==> src/rtl/ras_stack_if.sv <==
// Fetch-side bundle for the return address stack: call/return/restore requests
// and the predicted return target plus checkpointable pointer state.
interface ras_stack_if #(
    parameter int XLEN  = 32,
    parameter int DEPTH = 8
);
    localparam int PTR_W = $clog2(DEPTH);

    logic             push_i;
    logic [XLEN-1:0]  push_addr_i;
    logic             pop_i;
    logic             restore_i;
    logic [PTR_W-1:0] restore_ptr_i;
    logic [PTR_W:0]   restore_count_i;

    logic [XLEN-1:0]  top_o;
    logic             valid_o;
    logic [PTR_W-1:0] ptr_o;
    logic [PTR_W:0]   count_o;
    logic             overflow_o;
    logic             underflow_o;

    modport master (
        output push_i, push_addr_i, pop_i, restore_i, restore_ptr_i, restore_count_i,
        input  top_o, valid_o, ptr_o, count_o, overflow_o, underflow_o
    );

    modport slave (
        input  push_i, push_addr_i, pop_i, restore_i, restore_ptr_i, restore_count_i,
        output top_o, valid_o, ptr_o, count_o, overflow_o, underflow_o
    );
endinterface

==> src/rtl/ras_stack.sv <==
// Parametrised return address stack with replace-top, overflow/underflow pulses
// and pointer/count checkpoint restore for misprediction recovery.
module ras_stack #(
    parameter int XLEN      = 32,
    parameter int DEPTH     = 8,
    parameter int WRAP_MODE = 1
) (
    input logic        clk,
    input logic        rst,
    ras_stack_if.slave bus
);
    localparam int PTR_W = $clog2(DEPTH);
    localparam logic [PTR_W:0] FULL_CNT = (PTR_W+1)'(DEPTH);

    typedef enum logic [2:0] {
        OP_IDLE,
        OP_RESTORE,
        OP_REPLACE,
        OP_PUSH,
        OP_POP
    } op_t;

    logic [XLEN-1:0]  mem [DEPTH];
    logic [PTR_W-1:0] tos, tos_nxt, wr_idx;
    logic [PTR_W:0]   count, count_nxt;
    logic             wr_en;
    logic             ovf_q, ovf_nxt;
    logic             udf_q, udf_nxt;
    logic             full, empty;
    op_t              op;

    assign full  = (count == FULL_CNT);
    assign empty = (count == '0);

    // Push+pop on an empty stack has nothing to replace, so it decodes as a plain push.
    always_comb begin
        op = OP_IDLE;
        if (bus.restore_i)
            op = OP_RESTORE;
        else if (bus.push_i && bus.pop_i && !empty)
            op = OP_REPLACE;
        else if (bus.push_i)
            op = OP_PUSH;
        else if (bus.pop_i)
            op = OP_POP;
    end

    always_comb begin
        tos_nxt   = tos;
        count_nxt = count;
        wr_en     = 1'b0;
        wr_idx    = tos;
        ovf_nxt   = 1'b0;
        udf_nxt   = 1'b0;
        case (op)
            OP_RESTORE: begin
                tos_nxt   = bus.restore_ptr_i;
                count_nxt = bus.restore_count_i;
            end
            OP_REPLACE: begin
                wr_en = 1'b1;
            end
            OP_PUSH: begin
                if (!full) begin
                    tos_nxt   = tos + 1'b1;
                    count_nxt = count + 1'b1;
                    wr_en     = 1'b1;
                    wr_idx    = tos + 1'b1;
                end else begin
                    ovf_nxt = 1'b1;
                    if (WRAP_MODE != 0) begin
                        tos_nxt = tos + 1'b1;
                        wr_en   = 1'b1;
                        wr_idx  = tos + 1'b1;
                    end
                end
            end
            OP_POP: begin
                if (!empty) begin
                    tos_nxt   = tos - 1'b1;
                    count_nxt = count - 1'b1;
                end else begin
                    udf_nxt = 1'b1;
                end
            end
            default: ;
        endcase
    end

    always_ff @(posedge clk or posedge rst) begin
        if (rst) begin
            tos   <= '1;
            count <= '0;
            ovf_q <= 1'b0;
            udf_q <= 1'b0;
            mem   <= '{default: '0};
        end else begin
            tos   <= tos_nxt;
            count <= count_nxt;
            ovf_q <= ovf_nxt;
            udf_q <= udf_nxt;
            if (wr_en)
                mem[wr_idx] <= bus.push_addr_i;
        end
    end

    assign bus.top_o       = mem[tos];
    assign bus.valid_o     = !empty;
    assign bus.ptr_o       = tos;
    assign bus.count_o     = count;
    assign bus.overflow_o  = ovf_q;
    assign bus.underflow_o = udf_q;
endmodule

==> src/flat_wrapper.sv <==
// flat-port wrapper written by rule: the top's interface ports become plain ports
module ras_stack_flat 
#(
    parameter int XLEN      = 32,
    parameter int DEPTH     = 8,
    parameter int WRAP_MODE = 1
)
  (clk, rst, bus_push_i, bus_push_addr_i, bus_pop_i, bus_restore_i, bus_restore_ptr_i, bus_restore_count_i, bus_top_o, bus_valid_o, bus_ptr_o, bus_count_o, bus_overflow_o, bus_underflow_o);
  ras_stack_if #(.XLEN(XLEN), .DEPTH(DEPTH)) bus_i ();
  input logic clk;
  input logic rst;
  input wire logic [$bits(bus_i.push_i)-1:0] bus_push_i;
  input wire logic [$bits(bus_i.push_addr_i)-1:0] bus_push_addr_i;
  input wire logic [$bits(bus_i.pop_i)-1:0] bus_pop_i;
  input wire logic [$bits(bus_i.restore_i)-1:0] bus_restore_i;
  input wire logic [$bits(bus_i.restore_ptr_i)-1:0] bus_restore_ptr_i;
  input wire logic [$bits(bus_i.restore_count_i)-1:0] bus_restore_count_i;
  output wire logic [$bits(bus_i.top_o)-1:0] bus_top_o;
  output wire logic [$bits(bus_i.valid_o)-1:0] bus_valid_o;
  output wire logic [$bits(bus_i.ptr_o)-1:0] bus_ptr_o;
  output wire logic [$bits(bus_i.count_o)-1:0] bus_count_o;
  output wire logic [$bits(bus_i.overflow_o)-1:0] bus_overflow_o;
  output wire logic [$bits(bus_i.underflow_o)-1:0] bus_underflow_o;
  assign bus_i.push_i = bus_push_i;
  assign bus_i.push_addr_i = bus_push_addr_i;
  assign bus_i.pop_i = bus_pop_i;
  assign bus_i.restore_i = bus_restore_i;
  assign bus_i.restore_ptr_i = bus_restore_ptr_i;
  assign bus_i.restore_count_i = bus_restore_count_i;
  assign bus_top_o = bus_i.top_o;
  assign bus_valid_o = bus_i.valid_o;
  assign bus_ptr_o = bus_i.ptr_o;
  assign bus_count_o = bus_i.count_o;
  assign bus_overflow_o = bus_i.overflow_o;
  assign bus_underflow_o = bus_i.underflow_o;
  ras_stack #(.XLEN(XLEN), .DEPTH(DEPTH), .WRAP_MODE(WRAP_MODE)) u_core (.clk(clk), .rst(rst), .bus(bus_i));
endmodule
==> config.mk <==
export PLATFORM = sky130hd
export DESIGN_NAME = ras_stack_flat
export DESIGN_NICKNAME = d
export VERILOG_FILES = /design/src/rtl/ras_stack_if.sv /design/src/rtl/ras_stack.sv /design/src/flat_wrapper.sv
export SDC_FILE = /design/constraint.sdc
export NUM_CORES = 1
export LEC_CHECK = 0
export BUFFER_PORTS_ARGS = -buffer_cell sky130_fd_sc_hd__clkbuf_2
export CAP_MARGIN = 10
export CORE_UTILIZATION = 46
export DETAILED_ROUTE_END_ITERATION = 10
export GPL_ROUTABILITY_DRIVEN = 0
export GPL_TIMING_DRIVEN = 0
export MAX_ROUTING_LAYER = met4
export PLACE_DENSITY = 0.66
export SLEW_MARGIN = 20
export SYNTH_ARGS = -nofsm -noshare
export SYNTH_HDL_FRONTEND = slang
export SYNTH_SLANG_ARGS = --single-unit
==> constraint.sdc <==
create_clock -name clk -period 7.2 [get_ports clk]
set_input_delay 0.36 -clock clk [delete_from_list [all_inputs] [get_ports clk]]
set_output_delay 0.36 -clock clk [all_outputs]
set_load 0.03 [all_outputs]
Word-level counts from Yosys, hierarchy flattened
Cells that the tools add are included.
W data, S select, Z words.
{"block": "classes", "eq_ne": 7, "n_lt_le_gt_ge": 3, "muxes": 21, "div_mod_pow": 0, "n_reduce_logical": 9, "bitwise_logic": 2, "shifts": 0, "n_mul": 0, "addsub": 4}
{"operator": "$bwmux W256", "n": 1}
{"operator": "$bmux W32 S3", "n": 1}
{"operator": "$demux W32 S3", "n": 1}
{"operator": "$mux W32", "n": 3}
{"operator": "$mux W3", "n": 6}
{"operator": "$pmux W4 S3", "n": 1}
{"operator": "$pmux W3 S3", "n": 1}
{"operator": "$ge A4 B4 Y1 const B", "n": 2}
{"operator": "$mux W4", "n": 2}
{"operator": "$not A3 Y4", "n": 2}
{"operator": "$eq A3 B2 Y1 const B", "n": 2}
{"operator": "$mux W1", "n": 5}
{"operator": "$add A4 B1 Y4 const B", "n": 1}
{"operator": "$eq A4 B4 Y1 const B", "n": 1}
{"operator": "$logic_not A4 Y1", "n": 1}
{"operator": "$lt A4 B1 Y1 const B", "n": 1}
{"operator": "$ne A2 B2 Y1 const B", "n": 2}
{"operator": "$sub A4 B1 Y4 const B", "n": 1}
{"operator": "$add A3 B1 Y3 const B", "n": 1}
{"operator": "$eq A3 B1 Y1 const B", "n": 1}
{"operator": "$eq A3 B3 Y1 const B", "n": 1}
{"operator": "$logic_and A1 B1 Y1", "n": 3}
{"operator": "$reduce_and A3 Y1", "n": 1}
{"operator": "$reduce_bool A3 Y1", "n": 1}
{"operator": "other kinds (4)", "n": 4}
{"block": "totals", "register_bits": 265, "output_inout_bits": 42, "ramBits": 0, "elab_cells": 58, "rom_bits": 0, "inputBits": 44, "latchBits": 0, "n_memories": 0}

Logic depth before layout (Yosys ltp)
Gate-level depths: netlist of run 1.
{"block": "logic_depth", "depth_word": 13, "mapped_depth": 10, "depth_no_buf": 8}

Least setup slack after synthesis of run 1
Ideal clock, no wire load.
{"block": "synth_path", "path_type": "reg2reg", "startpoint": "register u_core.tos[0], in the netlist u_core.bus.ptr_o[0]", "endpoint": "register u_core.mem[20] (netlist bit)", "setup_slack_ns": 4.048, "arrival_time_ns": 3.027, "period_less_slack_ns": 3.152, "t_required_ns": 7.075, "path_buffers": 3, "setup_ns": 0.125, "path_stages_with_launch": 10, "path_cell_list": "dfstp_2 -> buf_2 -> buf_1 -> inv_1 -> ha_1 -> nand2_1 -> o22a_1 -> nor3_4 -> buf_6 -> mux2_2"}
{"block": "synth_between", "elab_chain_cells": 8, "elab_cells_between_ends": 9, "classes_between": "1 x add/sub; 2 x order compare; 4 x mux; 1 x bitwise; 1 x reduce/logical"}
{"item": "start, declared", "line_no": "ras_stack.sv:24", "source": "logic [PTR_W-1:0] tos, tos_nxt, wr_idx;"}
{"item": "start signal, assigned", "line_no": "ras_stack.sv:98", "source": "tos <= tos_nxt;"}
{"item": "$add A3 B1 Y3", "line_no": "ras_stack.sv:68, ras_stack.sv:74"}
{"item": "$mux W3 (*)", "line_no": "ras_stack.sv:55", "source": "case (op)"}
{"item": "$not A3 Y4 (not written as such) (*)", "line_no": "ras_stack.sv:103", "source": "mem[wr_idx] <= bus.push_addr_i;"}
{"item": "$ge A4 B4 Y1 (not written as such) / $lt A4 B1 Y1 (equally long branches)", "line_no": "ras_stack.sv:103"}
{"item": "$logic_and A1 B1 Y1 (not written as such)", "line_no": "ras_stack.sv:103"}
{"item": "$mux W32 (not written as such)", "line_no": "ras_stack.sv:103"}
{"item": "$demux W32 S3 (*)", "line_no": "ras_stack.sv:103"}
{"item": "$bwmux W256 (*)", "line_no": "ras_stack.sv:103"}
{"item": "end signal, assigned by index", "line_no": "ras_stack.sv:103"}
{"item": "end, declared", "line_no": "ras_stack.sv:23", "source": "logic [XLEN-1:0] mem [DEPTH];"}
Mark *: on every way between the ends. The rest lies on a longest branch, timed or not.
A chain may end at the register's enable or synchronous reset.

Worst setup path after layout of run 1
{"block": "layout_path", "startpoint": "register u_core.tos[0], in the netlist u_core.bus.ptr_o[0]", "endpoint": "register u_core.mem[186] (netlist bit)"}
The elaborated chain is that of the path after synthesis.

==> impl_metrics.csv, run 1 <==
group,metric,value,unit
floorplanning,initial_core_util,46.8,%
logic_synthesis,ys_seq_elements,265,
timing,rsz0062_at_grt,"false",
floorplanning,die_w,165,um
global_routing,grt_pass1_wl,42000,um
global_routing,busiest_layer,"met2",
logic_synthesis,synth_flop_cell,"dfrtp_1",
clock_tree,ctsLongestPathBuffers,3,
drt,first_pass_iters,4,
logic_synthesis,synth_compound_area_share,1.74,%
logic_synthesis,yosysSeqAreaShare,54.4,%
drt,viasPerCell,5.66,
worst_setup_path,path_class,"reg2reg",
timing,skew,0.00982,ns
logic_synthesis,synthMuxAreaShare,38.5,%
final_layout,area_growth,16.5,%
logic_synthesis,yosysWarnings,0,
floorplanning,io_pins,86,
drt,routedWlPerCell,20.9,um
clock_tree,cts_tree,"built",
worst_hold_path,min_path_type,"in2reg",
global_routing,grtUsageMet3,3.06,%
power,power.leakage,0.00619,uW
worst_setup_path,rrSetupSlack,3.35,ns
floorplanning,row_count,59,
clock_tree,numCtsBuffers,29,
drt,drt_iter0_markers,309,
placement,dp_slack,3.31,ns
logic_synthesis,yosys.area_share.adder,0.677,%
placement,port_buffers,84,
run,cap_violations,0,
timing,maxSlewHeadroom,33.4,%
worst_hold_path,holdPathStages,3,
logic_synthesis,synth_area_leader_cell,"dfrtp_1",
worst_setup_path,end_kind,"register",
floorplanning,design.core.area,26100,um^2
global_routing,gr-total-overflow,0,
worst_setup_path,required,7.63,ns
drt,num_vias,6991,
placement,dp_hpwl,17200,um
run_status,status,"completed",
timing,period_needed,3.85,ns
power,p_per_area,424,nW/um^2
logic_synthesis,synthXorXnorAreaFrac,0.215,%
logic_synthesis,yosys.area_share.simple,2.06,%
global_routing,gr-usage-met1,28.6,%
worst_setup_path,cp.arrival,4.27,ns
worst_setup_path,crit_cells,8,
global_routing,grt_max_degree,32,
floorplanning,dieArea,27200,um^2
final_layout,drive_above_1_share,57.7,%
logic_synthesis,ys_top_cells_by_count,"275 x mux2_2, 262 x dfrtp_1, 64 x mux4_2, 19 x buf_2, 13 x mux2_1",
timing,setup_viol,0,
logic_synthesis,synth_top_family_by_area,"multiplexers",
logic_synthesis,syn_avg_cell_area,16.1,um^2
logic_synthesis,syn_nets,806,
power,power_frac_comb,34.1,%
final_layout,post-route-util,54.5,%
clock_tree,cts_root_buf,"clkbuf_16",
logic_synthesis,synthCells,756,
worst_setup_path,worst-path-buf-inv,4,
timing,timing.final.hold_violations,0,
power,pwr-share-clk,23.5,%
global_routing,use_met2,32.8,%
global_routing,first_global_vias,7440,
power,p_sw,1830,uW
drt,antenna_left,0,
timing,finalCritPeriodShare,53.4,%
worst_setup_path,crit_family,"buffers and inverters",
timing,slew_violations,0,
power,intPower,4200,uW
logic_synthesis,synth_edf_count,0,
worst_setup_path,critical_path.max_fanout,10,
clock_tree,htreeDepth,1,
timing,finalSetupTns,0,ns
worst_setup_path,slowest_stage,"buf_1",
timing,max_freq,260,MHz
drt,wirelength,25800,um
worst_setup_path,max_stage_delay,0.79,ns
logic_synthesis,synth_top_area_share,53.7,%
timing,setup_ws,3.35,ns
worst_setup_path,reg2reg_depth,8,
drt,drcViolationCount,0,
power,vdd_ir_drop_max,0.221,mV
power,p_seq_share,42.3,%
final_layout,fin_nets,933,
logic_synthesis,synth_most_common_cell,"mux2_2",
global_routing,grt_usage,20.9,%
worst_setup_path,critPathLaunchType,"register",
final_layout,antenna_cells,0,
clock_tree,clock_sinks,265,
clock_tree,cts.clk_slew.worst_paths,0.06,ns
clock_tree,ctsResizeCount,0,
logic_synthesis,synthTopCellsByArea,"dfrtp_1 54%, mux2_2 25%, mux4_2 12%",
power,swShare,30.3,%
logic_synthesis,netlist_area,12200,um^2
global_routing,antenna_found_initial,0,
logic_synthesis,synthArstFlopShare,100,%
worst_setup_path,path_cells,"buf_2, buf_1, inv_1, ha_1, a32oi_1, nor2_1, buf_4, mux2_2",
logic_synthesis,synthDistinctLibCells,48,
clock_tree,insertion_delay,0.54,ns
timing,tightest_slew,1.00,ns
floorplanning,die_h,165,um
## placed cells by master (no fill, tap or decap), types with 4 or more instances in the layout
master,count
or3_1,4
buf_1,6
buf_12,6
clkbuf_16,29
mux4_2,64
nand3_1,4
buf_4,10
a21oi_1,8
clkbuf_1,18
clkinv_2,5
buf_2,19
buf_16,5
ha_1,5
nor2_1,11
mux2_1,13
dfrtp_1,262
clkbuf_2,84
inv_1,7
mux2_2,275
nand2_1,10
## power groups by stage
stage                     Sequential, uW  Combinational (uW)  Clock, uW
after CTS                           2550                2090       1450
after floorplan                     2480                1650          0
after detailed placement            2580                2080          0
after global routing                2650                2220       1510
final                               2550                2060       1420
after global placement              2550                2020          0
## area by class of cell
cell class | instances | area (um^2)
multi-input cells | 435 | 5280
clock inverters | 9 | 100
well taps | 335 | 419
fillers | 2157 | 11800
repair buffers | 96 | 688
plain buffers | 48 | 264
clock buffers | 40 | 797
inverters | 8 | 33.8
flip-flops and latches | 265 | 6640
## cell families after synthesis
family / after synthesis
mux: 354
compound gates: 26
fa+ha+maj: 6
xor+xnor: 3
buf+inv: 56
simple gates: 46
flops: 265
## metrics by stage
| step | std cells | power (uW) | hold slack, ns | area (um^2) |
|---|---|---|---|---|
| after floorplan | 756 | 4130 | 0.452 | 12200 |
| after global placement | 1175 | 4570 | 0.463 | 13100 |
| after detailed placement | 1186 | 4660 | 0.287 | 13300 |
| after CTS | 1236 | 6090 | 0.0649 | 14200 |
| after global routing | 1236 | 6390 | 0.0972 | 14200 |
| final | 1236 | 6020 | 0.0898 | 14200 |
## per-layer routing
| layer | vias to the layer above | part of all wire (%) |
|---|---|---|
| li1 | 3095 | - |
| met1 | 3745 | 47 |
| met2 | 112 | 48 |
| met3 | 39 | 3.3 |
| met4 | 0 | 2.0 |
| met5 | - | 0 |
## timing repair
item,CTS,global route
buffers inserted,0,0
endpoints found under the hold margin,28,0
hold buffers,1,0
endpoints found under the setup margin,0,0
## flip-flops by register name (all words and copies together) (netlist names)
name	cells
u_core.mem	256
u_core.bus.overflow_o	1
u_core.bus.ptr_o	3
u_core.bus.count_o	4
u_core.bus.underflow_o	1
## final timing paths
kind                                       from               endpoint
min                        bus_restore_ptr_i[1]    u_core.bus.ptr_o[1]
max                         u_core.bus.ptr_o[0]        u_core.mem[186]
min reg2reg                     u_core.mem[191]        u_core.mem[191]
min in group asynchronous                   rst  u_core.bus.count_o[2]
max in group asynchronous                   rst        u_core.mem[172]
max reg2reg                 u_core.bus.ptr_o[0]        u_core.mem[186]
## worst register-to-register path: stages, from the launching register on
cell	delay (ns)
dfstp_2	0.57
buf_2	0.31
buf_1	0.79
inv_1	0.24
ha_1	0.47
a32oi_1	0.16
nor2_1	0.48
buf_4	0.34
mux2_2	0.37
(Power assumes the default switching activity.)
==> run 2, diff against run 1 <==
==> constraint.sdc (replaced) <==
create_clock -name clk -period 3.5 [get_ports clk]
set_input_delay 0.175 -clock clk [delete_from_list [all_inputs] [get_ports clk]]
set_output_delay 0.175 -clock clk [all_outputs]
set_load 0.03 [all_outputs]
==> impl_metrics.csv, run 2 (same netlist as run 1, synthesis figures left out) <==
group,metric,value,unit
global_routing,grt_max_degree,32,
drt,drcViolationCount,0,
power,pwr-share-clk,23.5,%
timing,hold_ws,0.0474,ns
global_routing,grt_usage,21.2,%
floorplanning,io_pins,86,
worst_setup_path,startpoint,"u_core.bus.ptr_o[1]",
global_routing,grt_pass1_wl,42600,um
floorplanning,dieArea,27200,um^2
clock_tree,numCtsBuffers,29,
final_layout,antenna_cells,0,
drt,antenna_left,0,
worst_hold_path,min_to,"u_core.bus.ptr_o[1]",
timing,setup_viol,0,
power,p_sw,3770,uW
floorplanning,design.core.area,26100,um^2
power,p_total,12400,uW
drt,wirelength,26100,um
run_status,status,"completed",
global_routing,gr-usage-met1,28.8,%
worst_setup_path,worstReg2RegStart,"u_core.bus.ptr_o[0]",
final_layout,seq_area,6640,um^2
placement,dp_slack,-0.387,ns
power,power.leakage,0.00636,uW
timing,period_needed,3.37,ns
timing,setup_ws,0.130,ns
drt,num_vias,7097,
final_layout,drive_above_1_share,55.7,%
timing,finalCritPeriodShare,96.3,%
global_routing,grtUsageMet3,2.96,%
timing,tightest_slew,1.01,ns
worst_setup_path,cp.arrival,3.19,ns
drt,viasPerCell,5.57,
worst_setup_path,reg2reg_depth,8,
worst_hold_path,min_from,"bus_restore_i",
drt,first_pass_iters,4,
timing,rsz0062_at_grt,"false",
clock_tree,cts.clk_slew.worst_paths,0.06,ns
power,p_per_area,852,nW/um^2
clock_tree,ctsLongestPathBuffers,3,
worst_setup_path,end_kind,"output port",
power,intPower,8660,uW
power,power_frac_comb,34.3,%
worst_setup_path,path_cells,"buf_1, clkbuf_1, mux4_2, mux2_2, clkbuf_2",
placement,port_buffers,84,
worst_setup_path,slowest_stage,"clkbuf_1",
final_layout,nFillCells,2121,
floorplanning,die_w,165,um
placement,dp_hpwl,17200,um
clock_tree,htreeDepth,1,
worst_hold_path,holdPathStages,4,
final_layout,layout_commonest_cell,"mux2_2",
clock_tree,insertion_delay,0.54,ns
power,p_seq_share,42.2,%
drt,drt_iter0_markers,309,
worst_setup_path,max_stage_delay,0.66,ns
timing,skew,0.00934,ns
timing,max_freq,297,MHz
power,swShare,30.3,%
final_layout,top_register,"u_core.mem",
worst_setup_path,critPathLaunchType,"register",
clock_tree,clock_sinks,265,
global_routing,busiest_layer,"met2",
drt,routedWlPerCell,20.5,um
clock_tree,cts_root_buf,"clkbuf_16",
worst_setup_path,rrSetupSlack,0.27,ns
global_routing,gr-total-overflow,0,
worst_hold_path,min_path_type,"in2reg",
run,cap_violations,0,
global_routing,use_met2,33.4,%
final_layout,fin_nets,971,
worst_setup_path,critical_path.max_fanout,10,
final_layout,final_cell_mix,"275 x mux2_2, 262 x dfrtp_1, 85 x clkbuf_2",
final_layout,multi_input_area,5280,um^2
power,vdd_ir_drop_max,0.458,mV
timing,timing.final.hold_violations,0,
floorplanning,row_count,59,
worst_setup_path,path_class,"reg2out",
timing,slew_violations,0,
worst_setup_path,required,3.32,ns
floorplanning,die_h,165,um
worst_setup_path,r2r_end,"u_core.mem[139]",
final_layout,area_growth,19.6,%
timing,maxSlewHeadroom,32.6,%
floorplanning,initial_core_util,46.8,%
clock_tree,cts_tree,"built",
final_layout,largest_reg_flops,256,
global_routing,first_global_vias,7587,
global_routing,antenna_found_initial,0,
==> run 2: cell count changes in the layout (fill, tap and decap cells not counted), sizes merged <==
| cell | change |
|---|---|
| clkbuf | +1 |
| buf | -1 |
| dlygate4sd3 | +38 |
==> run 2: power groups by stage <==
stage | clock network (uW) | logic (uW) | registers [uW]
2_1_floorplan | 0 | 3390 | 5100
3_3_place_gp | 0 | 4150 | 5250
3_5_place_dp | 0 | 4280 | 5300
4_1_cts | 2990 | 4330 | 5250
5_1_grt | 3120 | 4610 | 5450
6_report | 2920 | 4270 | 5250
==> run 2: area by class of cell <==
type                       instances  area share [%]
sequential                       265            45.4
multi-input combinational        435            36.2
timing repair buffer             134            7.32
clock buffer                      40            5.46
tap                              335            2.87
buffer                            48            1.84
clock inverter                     9           0.685
inverter                           8           0.231
==> run 2: how the worst max path moves through the flow <==
stage                            end  slack (ns)
5_1_grt               u_core.mem[28]       0.004
4_1_cts               u_core.mem[12]        0.07
6_report               bus_top_o[20]        0.13
3_5_place_dp         u_core.mem[170]       -0.39
2_1_floorplan  u_core.bus.count_o[0]       -0.17
3_3_place_gp          u_core.mem[81]       -1.91
==> run 2: per-layer routing <==
metal  share of wire [%]  routed length (um)  vias to the layer above
met2                  48               12500                      106
li1                    -                   -                     3172
met1                  47               12200                     3780
met3                 3.4                 879                       39
met5                   0                   0                        -
met4                 1.9                 504                        0
==> run 2: worst max-delay path: cells and delay by family, from the launching register on <==
kind     cells  cell delay, ns
flops        1            0.60
buf+inv      3            1.33
mux          2            0.72
==> run 2: per-stage QoR <==
stage / area (um^2) / util [%] / std cells / TNS, ns
floorplan: 12200 / - / 756 / -44.56
global placement: 13100 / 50.1 / 1175 / -551.09
detailed placement: 13300 / 51.1 / 1186 / -67.02
CTS: 14600 / 56.0 / 1274 / 0
global route: 14600 / 56.0 / 1274 / 0
finish: 14600 / 56.0 / 1274 / 0
==> run 2: repair_timing <==
item | 4_1_cts | 5_1_grt
setup buffers | 0 | 0
hold endpoints to repair | 312 | 0
hold buffers | 39 | 0
setup endpoints to repair | 257 | 144
resized for setup | 4 | 4
